$ cat src/rtl/tomasulo_pkg.sv
// Shared Tomasulo constants: default widths and the reserved "value ready" tag.
package tomasulo_pkg;

    localparam int unsigned N_SRC_DEFAULT  = 4;
    localparam int unsigned TAG_W_DEFAULT  = 5;
    localparam int unsigned DATA_W_DEFAULT = 32;

    // Tag 0 marks an operand that is already available; it never names a producer.
    localparam int unsigned TAG_NONE = 0;

    // Width of an index into n sources, never below one bit.
    function automatic int unsigned idx_width(input int unsigned n);
        return (n > 1) ? $clog2(n) : 1;
    endfunction

endpackage

$ cat src/rtl/cdb_arbiter_if.sv
// Functional-unit result offers in, common data bus broadcast out.
interface cdb_arbiter_if import tomasulo_pkg::*; #(
    parameter int unsigned N_SRC  = N_SRC_DEFAULT,
    parameter int unsigned TAG_W  = TAG_W_DEFAULT,
    parameter int unsigned DATA_W = DATA_W_DEFAULT
) ();

    logic [N_SRC-1:0]        fu_valid;
    logic [N_SRC*TAG_W-1:0]  fu_tag;
    logic [N_SRC*DATA_W-1:0] fu_val;
    logic [N_SRC-1:0]        fu_ready;
    logic                    cdb_broadcast;
    logic [TAG_W-1:0]        cdb_tag;
    logic [DATA_W-1:0]       cdb_val;
    logic                    tag_err;

    // Functional-unit / consumer side.
    modport master (
        output fu_valid, fu_tag, fu_val,
        input  fu_ready, cdb_broadcast, cdb_tag, cdb_val, tag_err
    );

    // Arbiter side.
    modport slave (
        input  fu_valid, fu_tag, fu_val,
        output fu_ready, cdb_broadcast, cdb_tag, cdb_val, tag_err
    );

endinterface

$ cat src/rtl/rr_arbiter.sv
// Combinational round-robin pick: first requester after the last granted index.
module rr_arbiter import tomasulo_pkg::*; #(
    parameter int unsigned N_SRC = N_SRC_DEFAULT,
    parameter int unsigned IDX_W = idx_width(N_SRC)
) (
    input  logic [N_SRC-1:0] req_i,
    input  logic [IDX_W-1:0] last_granted_i,
    output logic [N_SRC-1:0] grant_o,
    output logic [IDX_W-1:0] grant_idx_o,
    output logic             grant_valid_o
);

    int unsigned      cand;
    logic [IDX_W-1:0] cand_idx;

    // Scan every source once, starting just after the previous winner.
    always_comb begin
        grant_o       = '0;
        grant_idx_o   = '0;
        grant_valid_o = 1'b0;
        cand          = 0;
        cand_idx      = '0;
        for (int unsigned off = 1; off <= N_SRC; off++) begin
            cand     = (32'(last_granted_i) + off) % N_SRC;
            cand_idx = IDX_W'(cand);
            if (!grant_valid_o && req_i[cand_idx]) begin
                grant_valid_o     = 1'b1;
                grant_o[cand_idx] = 1'b1;
                grant_idx_o       = cand_idx;
            end
        end
    end

endmodule

$ cat src/rtl/cdb_arbiter.sv
// Common data bus arbiter: one hold slot per functional unit, one broadcast per cycle.
module cdb_arbiter import tomasulo_pkg::*; #(
    parameter int unsigned N_SRC  = N_SRC_DEFAULT,
    parameter int unsigned TAG_W  = TAG_W_DEFAULT,
    parameter int unsigned DATA_W = DATA_W_DEFAULT
) (
    input logic          clk,
    input logic          rst,
    cdb_arbiter_if.slave bus
);

    localparam int unsigned      IDX_W    = idx_width(N_SRC);
    localparam logic [IDX_W-1:0] LAST_RST = IDX_W'(N_SRC - 1);

    logic [N_SRC-1:0]             hold_valid_q, hold_valid_d;
    logic [N_SRC-1:0][TAG_W-1:0]  hold_tag_q, hold_tag_d;
    logic [N_SRC-1:0][DATA_W-1:0] hold_val_q, hold_val_d;
    logic [IDX_W-1:0]             last_q, last_d;
    logic                         cdb_broadcast_q, cdb_broadcast_d;
    logic [TAG_W-1:0]             cdb_tag_q, cdb_tag_d;
    logic [DATA_W-1:0]            cdb_val_q, cdb_val_d;
    logic                         tag_err_q, tag_err_d;

    logic [N_SRC-1:0] grant;
    logic [IDX_W-1:0] grant_idx;
    logic             grant_valid;
    logic [N_SRC-1:0] fu_ready;
    logic [N_SRC-1:0] xfer;

    rr_arbiter #(
        .N_SRC (N_SRC),
        .IDX_W (IDX_W)
    ) u_rr (
        .req_i          (hold_valid_q),
        .last_granted_i (last_q),
        .grant_o        (grant),
        .grant_idx_o    (grant_idx),
        .grant_valid_o  (grant_valid)
    );

    // A slot accepts when empty or when it drains this cycle, so a busy unit sees no bubble.
    always_comb begin
        fu_ready = '0;
        if (!rst) begin
            fu_ready = ~hold_valid_q | grant;
        end
    end

    assign xfer         = bus.fu_valid & fu_ready;
    assign bus.fu_ready = fu_ready;

    // Hold slots: drain the granted entry, then load any accepted non-zero-tag offer.
    always_comb begin
        hold_valid_d = hold_valid_q & ~grant;
        hold_tag_d   = hold_tag_q;
        hold_val_d   = hold_val_q;
        tag_err_d    = tag_err_q;
        for (int i = 0; i < N_SRC; i++) begin
            if (xfer[i]) begin
                if (bus.fu_tag[i*TAG_W +: TAG_W] == TAG_W'(TAG_NONE)) begin
                    // Tag 0 is never a producer; drop the value and flag the offender.
                    tag_err_d = 1'b1;
                end else begin
                    hold_valid_d[i] = 1'b1;
                    hold_tag_d[i]   = bus.fu_tag[i*TAG_W +: TAG_W];
                    hold_val_d[i]   = bus.fu_val[i*DATA_W +: DATA_W];
                end
            end
        end
    end

    // Broadcast stage and round-robin pointer.
    always_comb begin
        last_d          = last_q;
        cdb_broadcast_d = 1'b0;
        cdb_tag_d       = '0;
        cdb_val_d       = '0;
        if (grant_valid) begin
            last_d          = grant_idx;
            cdb_broadcast_d = 1'b1;
            cdb_tag_d       = hold_tag_q[grant_idx];
            cdb_val_d       = hold_val_q[grant_idx];
        end
    end

    // Control state with synchronous reset; held entries are discarded on reset.
    always_ff @(posedge clk) begin
        if (rst) begin
            hold_valid_q    <= '0;
            last_q          <= LAST_RST;
            cdb_broadcast_q <= 1'b0;
            cdb_tag_q       <= '0;
            cdb_val_q       <= '0;
            tag_err_q       <= 1'b0;
        end else begin
            hold_valid_q    <= hold_valid_d;
            last_q          <= last_d;
            cdb_broadcast_q <= cdb_broadcast_d;
            cdb_tag_q       <= cdb_tag_d;
            cdb_val_q       <= cdb_val_d;
            tag_err_q       <= tag_err_d;
        end
    end

    // Hold payloads are qualified by hold_valid_q and need no reset.
    always_ff @(posedge clk) begin
        hold_tag_q <= hold_tag_d;
        hold_val_q <= hold_val_d;
    end

    assign bus.cdb_broadcast = cdb_broadcast_q;
    assign bus.cdb_tag       = cdb_tag_q;
    assign bus.cdb_val       = cdb_val_q;
    assign bus.tag_err       = tag_err_q;

endmodule

$ cat src/flat_wrapper.sv
// flat-port wrapper written by rule: the top's interface ports become plain ports
module cdb_arbiter_flat import tomasulo_pkg::*;
#(
    parameter int unsigned N_SRC  = N_SRC_DEFAULT,
    parameter int unsigned TAG_W  = TAG_W_DEFAULT,
    parameter int unsigned DATA_W = DATA_W_DEFAULT
)
  (clk, rst, bus_fu_valid, bus_fu_tag, bus_fu_val, bus_fu_ready, bus_cdb_broadcast, bus_cdb_tag, bus_cdb_val, bus_tag_err);
  cdb_arbiter_if #(.N_SRC(N_SRC), .TAG_W(TAG_W), .DATA_W(DATA_W)) bus_i ();
  input logic clk;
  input logic rst;
  input wire logic [$bits(bus_i.fu_valid)-1:0] bus_fu_valid;
  input wire logic [$bits(bus_i.fu_tag)-1:0] bus_fu_tag;
  input wire logic [$bits(bus_i.fu_val)-1:0] bus_fu_val;
  output wire logic [$bits(bus_i.fu_ready)-1:0] bus_fu_ready;
  output wire logic [$bits(bus_i.cdb_broadcast)-1:0] bus_cdb_broadcast;
  output wire logic [$bits(bus_i.cdb_tag)-1:0] bus_cdb_tag;
  output wire logic [$bits(bus_i.cdb_val)-1:0] bus_cdb_val;
  output wire logic [$bits(bus_i.tag_err)-1:0] bus_tag_err;
  assign bus_i.fu_valid = bus_fu_valid;
  assign bus_i.fu_tag = bus_fu_tag;
  assign bus_i.fu_val = bus_fu_val;
  assign bus_fu_ready = bus_i.fu_ready;
  assign bus_cdb_broadcast = bus_i.cdb_broadcast;
  assign bus_cdb_tag = bus_i.cdb_tag;
  assign bus_cdb_val = bus_i.cdb_val;
  assign bus_tag_err = bus_i.tag_err;
  cdb_arbiter #(.N_SRC(N_SRC), .TAG_W(TAG_W), .DATA_W(DATA_W)) u_core (.clk(clk), .rst(rst), .bus(bus_i));
endmodule
$ cat config.mk
export PLATFORM = sky130hd
export DESIGN_NAME = cdb_arbiter_flat
export DESIGN_NICKNAME = d
export VERILOG_FILES = /design/src/rtl/tomasulo_pkg.sv /design/src/rtl/cdb_arbiter_if.sv /design/src/rtl/rr_arbiter.sv /design/src/rtl/cdb_arbiter.sv /design/src/flat_wrapper.sv
export SDC_FILE = /design/constraint.sdc
export NUM_CORES = 1
export LEC_CHECK = 0
export CAP_MARGIN = 20
export CORE_MARGIN = 10
export CORE_UTILIZATION = 52
export DETAILED_ROUTE_END_ITERATION = 8
export PLACE_DENSITY = 0.85
export SETUP_SLACK_MARGIN = 0.5
export SKIP_CTS_REPAIR_TIMING = 1
export SYNTH_ARGS = -nofsm -noshare
export SYNTH_HDL_FRONTEND = slang
export SYNTH_SLANG_ARGS = --single-unit
$ cat constraint.sdc
create_clock -name clk -period 17.7 [get_ports clk]
set_input_delay 2.655 -clock clk [delete_from_list [all_inputs] [get_ports clk]]
set_output_delay 2.655 -clock clk [all_outputs]
set_load 0.005 [all_outputs]
== After elaboration in Yosys (flattened, before gate mapping) ==
Cells that the tools add are included.
Word-level totals
  output and inout port bits: 43
  register bits: 193
Operators by class
  muxes and demuxes: 50
  add/subtract/negate cells: 4
  reduce and logical (&&, ||, !) cells: 19
  bitwise operators: 13
  order comparisons: 9
Operator list (count)
  binary-select mux 32 bit (select 2 bit): 1
  two-way mux 32 bit: 1
  two-way mux 1 bit: 29
  zero test 5 bit: 4
  two-way mux 4 bit: 5
  OR 4 bit: 4
  < comparator 2 x 3 -> 1 bit, second input constant: 5
  binary-select mux 5 bit (select 2 bit): 1
  AND 4 bit: 2
  binary-select mux 1 bit (select 2 bit): 4
  demux 1 bit (select 2 bit): 4
  >= comparator 2 x 1 -> 1 bit, second input constant: 4
  two-way mux 2 bit: 4
  NOT 4 bit: 2
  AND reduction 2 bit: 4
  logical AND 1 bit: 7
  two-way mux 5 bit: 1
  NOT 1 bit: 5
  adder 2 x 1 -> 2 bit, second input constant: 2
  adder 2 bit, second input constant: 2
  zero test 1 bit: 3
  OR reduction 2 bit: 1

== Depth between registers and ports, before layout ==
  depth after elaboration: 23
  depth in mapped cells: 13

== Hierarchy ==
Synthesis repeated with hierarchy kept, for this count alone.
Second synthesis, totals
  cells, all modules: 406
  area total of the unflattened synthesis: 7355.8 µm²
By module, submodules not included
  cdb_arbiter: cells an instance 320, area each 6726.5 µm², sequential area each 5345.1 µm², instances 1
  rr_arbiter: cells an instance 86, area each 629.4 µm², sequential area each 0.0 µm², instances 1

== Worst setup path after synthesis ==
Ideal clock, no wire load.
  path type: in2reg
  from: input rst
  to: register u_core.hold_tag_q[5] (netlist name), enable pin
  stages: 2
  arrival time: 5.440 ns
  setup slack: 11.783 ns
  buffers on the path: 1
  cells stage by stage: clkbuf_1 -> nor3_1
On the way
  longest elaborated chain between the ends: 3
Ends and longest elaborated chain
  start: declaration: RTL line flat_wrapper.sv:11  | input logic rst;
  two-way mux 4 bit: RTL line cdb_arbiter.sv:44  | if (!rst) begin
  AND 4 bit: RTL line cdb_arbiter.sv:49  | assign xfer = bus.fu_valid & fu_ready;
  AND reduction 2 bit (no source line)
  end signal: assignment: RTL line cdb_arbiter.sv:107  | hold_tag_q <= hold_tag_d;
  end: declaration: RTL line cdb_arbiter.sv:16  | logic [N_SRC-1:0][TAG_W-1:0] hold_tag_q, hold_tag_d;
Every way passes these cells.
A chain may end at the register's enable or synchronous reset.

== Worst setup path after layout ==
  from: input rst
  to: output bus_fu_ready[2]
On the way
  longest elaborated chain between the ends: 1
Ends and longest elaborated chain
  two-way mux 4 bit: RTL line cdb_arbiter.sv:44
  end: declaration: RTL line flat_wrapper.sv:15  | output wire logic [$bits(bus_i.fu_ready)-1:0] bus_fu_ready;
Every way passes these cells.

==> metrics.md <==
| Metric | Value |
|---|---|
| Multiplexer area fraction after synthesis | 0.124 |
| Row Count | 43 |
| Inst Count DP | 787 |
| Port buffer count | 196 |
| Status | finished, final reports clean |
| Finish-stage setup viols | 0 |
| Sequential power share | 0.403 |
| Setup TNS | 0 ns |
| Non-Filler Instances | 819 |
| Post-Route WL | 19300 um |
| CTS root buf | clkbuf_16 |
| First-pass GRT wire length | 28500 um |
| Top Family by Delay on Critical Path | buffers and inverters |
| Max Clock Freq | 145 MHz |
| Placer Congestion | 0.916 |
| Most used DFF post-synth | edfxtp_1 |
| Post-synth EDFFs | about 150 |
| Initial antenna violation count | 0 |
| Syn nets | 589 |
| Total power | 1.46 mW |
| Clock latency at the later pin of the worst-skew pair | 0.43 ns |
| Sw frac | 0.321 |
| Worst slew pin tran | 1.04 ns |
| Final ANT Viol Nets | 0 |
| Vias per inst | 5.63 |
| Synthesized flop and latch total | 193 |
| LEAKAGE | 3.52 nW |
| P_sw | 0.468 mW |
| DR pass1 iterations | 6 |
| Core area | 13700 um2 |
| WP data required | ~15 ns |
| Vias | approximately 4600 |
| CTS tree | built |
| Syn_area_per_cell | 16.9 um2 |
| Hold crit path type | reg2reg |
| Cell area after placement | 9370 um2 |
| Startpoint types | primary input |
| Crit-path cells | clkdlybuf4s50_1, a31oi_1, clkdlybuf4s50_1 |
| Aggregate global-route resource usage | 0.204 |
| Synth Area in Compound Gates | 0.0643 |
| PwrDens | approximately 150 nW/um2 |
| DIE HEIGHT | 138 um |
| Final #Nets | 788 |
| Ys async rst share | 0 |
| Clock group share of total power | 0.244 |
| Clock Skew | 0.00787 ns |
| Crit path capture type | output port |
| Io pins | ~200 |
| Yosys Warn Count | 0 |
| Vias in the first global route | 4864 |
| Most frequent cells in the layout | clkdlybuf4s50_1, edfxtp_1, mux2i_1 |
| CTS clk-pin slew, worst paths | 0.07 ns |
| Layout Cell Area excl Fill | between 9000 and 10000 um2 |
| Initial Util | 0.526 |
| Commonest non-fill, non-tap cell in the layout | clkdlybuf4s50_1 |
| Cell repeated most along the worst path | clkdlybuf4s50_1 |
| # Max-Cap Violations | 0 |
| Setup Crit Path Kind | in2out |
| Clock sinks | 193 |
| Register area share after synthesis | 0.740 |
| GRT Residual Overflow | 0 |
| Tcrit/Tclk final | 0.391 |
| Mapped Cells | roughly 430 |
| Synth Cell Area | about 7200 um2 |
| Worst path slowest cell | clkdlybuf4s50_1 |
| Data arrival, critical path | 4.26 ns |
| P_int | 0.988 mW |
| CTS H-tree lvls | 4 |
| Fin crit period | 6.91 ns |
| Combinational fraction of design power | 0.353 |
| Post-Synth XOR/XNOR Area | 0 |
| Slowest stage delay, CP | 0.67 ns |
| Max_slew headroom | 0.309 |
| Max-slew violations | 0 |
| Largest family of logic cells by synthesized area | multiplexers |
| CP Buf/Inv Count | 2 |
| Synth Area in Simple Gates | 0.0353 |
| Peak supply drop | ~0.00014 V |
| Share of layout cells above drive strength 1 | 0.0908 |
| DR DRC count | 0 |
| Routed len/inst | 23.6 um |
| Largest net degree at the start of global routing | 43 |
| Fillers | between 800 and 900 |
| CTS buffer count | 17 |
| Worst-path fanout max | 15 |
| Adder-cell share of the synthesized area | 0.0139 |
| Diode count | 0 |
| Post-DP HPWL | 13500 um |
| Chip Width | 138 um |
| Synth unique cells | 50 |
| RSZ-0062 raised after global routing | no |
| Area growth, synth to finish | 37.4% |
| DRC marker count from the first detailed-route iteration | 342 |
| Fin. Hold Viols | 0 |
| CTS Buffer Depth | 2 |
| Die Area | 19000 um2 |
==> per-layer routing <==
metal / share of wire / global-route usage / routed length (um) / vias to the layer above
li1: - / - / - / 2084
met1: 0.39 / 0.247 / 7490 / 2243
met2: 0.49 / 0.335 / 9490 / 254
met3: 0.10 / 0.0634 / 2000 / 28
met4: 0.019 / 0.0747 / 361 / 0
met5: 0 / 0 / 0 / -
==> Yosys cell counts (2+ instances only) <==
library cell	instances	area, um2
a31oi_1	2	12.5
a221oi_1	2	17.5
buf_2	7	35.0
buf_4	7	52.6
inv_1	7	26.3
o31ai_1	2	15.0
dfxtp_1	45	901
nor2b_1	4	25.0
a21oi_1	5	25.0
mux4_2	4	90.1
mux2i_1	77	771
nor2_1	11	41.3
o32ai_1	2	17.5
o221ai_1	2	17.5
nand2_1	10	37.5
ha_1	8	100
mux2_2	3	33.8
o22ai_1	37	231
buf_6	2	22.5
and3_1	2	12.5
o21ai_0	4	20.0
nor3_1	3	15.0
edfxtp_1	148	4440
nor4_1	2	12.5
or4_1	2	15.0
nand2b_1	2	12.5
clkbuf_1	4	15.0
==> stage by stage <==
step                hold WS, ns  utilization  setup slack, ns
finish                    0.531        0.724            10.79
global route              0.572        0.724            10.67
CTS                       0.539        0.724            10.80
detailed placement        0.522        0.683            10.82
global placement          0.503        0.681            10.82
floorplan                 0.479            -            11.78
==> power groups by stage <==
stage	Sequential [mW]	Clock, mW	Combinational, mW
2_1_floorplan	0.588	0	0.339
3_3_place_gp	0.592	0	0.489
3_5_place_dp	0.596	0	0.510
4_1_cts	0.587	0.361	0.515
5_1_grt	0.591	0.379	0.552
6_report	0.587	0.355	0.514
==> cells by family (layout without fill, tap and decap cells) <==
family / count (synthesis) / after routing
AO/OA/AOI/OAI: 68 / 68
adder cells (fa/ha/maj): 8 / 8
buffers and inverters: 29 / 241
flip-flops: 193 / 193
multiplexers: 84 / 84
AND/OR/NAND/NOR: 45 / 45
==> cell type report <==
type	count	area, um2	share of cell area
clock inverters	15	131	0.0132
well taps	180	225	0.0227
repair buffers	202	2030	0.204
inverters	7	26.3	0.00265
multi-input cells	205	1750	0.176
clock buffers	17	425	0.0429
flip-flops and latches	193	5350	0.538
==> state kept, by name (all words and copies together) (netlist names) <==
register	count
u_core.last_q	2
u_core.bus.cdb_tag	5
u_core.hold_val_q	128
u_core.bus.cdb_val	32
u_core.hold_tag_q	20
u_core.bus.tag_err	1
u_core.bus.cdb_broadcast	1
u_core.hold_valid_q	4
==> worst register-to-register path: stages (launching register included) <==
cell and delay, ns:
dfxtp_1 0.90, inv_1 0.26, ha_1 0.52, mux4_2 0.49, nor4b_4 0.42, nand2_1 0.12
a31oi_1 0.27, and3_2 0.92
==> worst paths after layout <==
kind | startpoint | endpoint | slack (ns) | depth (start not counted)
worst max register to register | u_core.last_q[0]$_SDFFE_PP1N_ | u_core.hold_val_q[77]$_DFFE_PP_ | 13.39 | 7
worst max-delay path | rst | bus_fu_ready[2] | 10.79 | 3
worst min register to register | u_core.hold_val_q[71]$_DFFE_PP_ | u_core.bus.cdb_val[7]$_SDFF_PP0_ | 0.53 | 2
worst min-delay path | u_core.hold_val_q[71]$_DFFE_PP_ | u_core.bus.cdb_val[7]$_SDFF_PP0_ | 0.53 | 2
(Power assumes the default switching activity.)
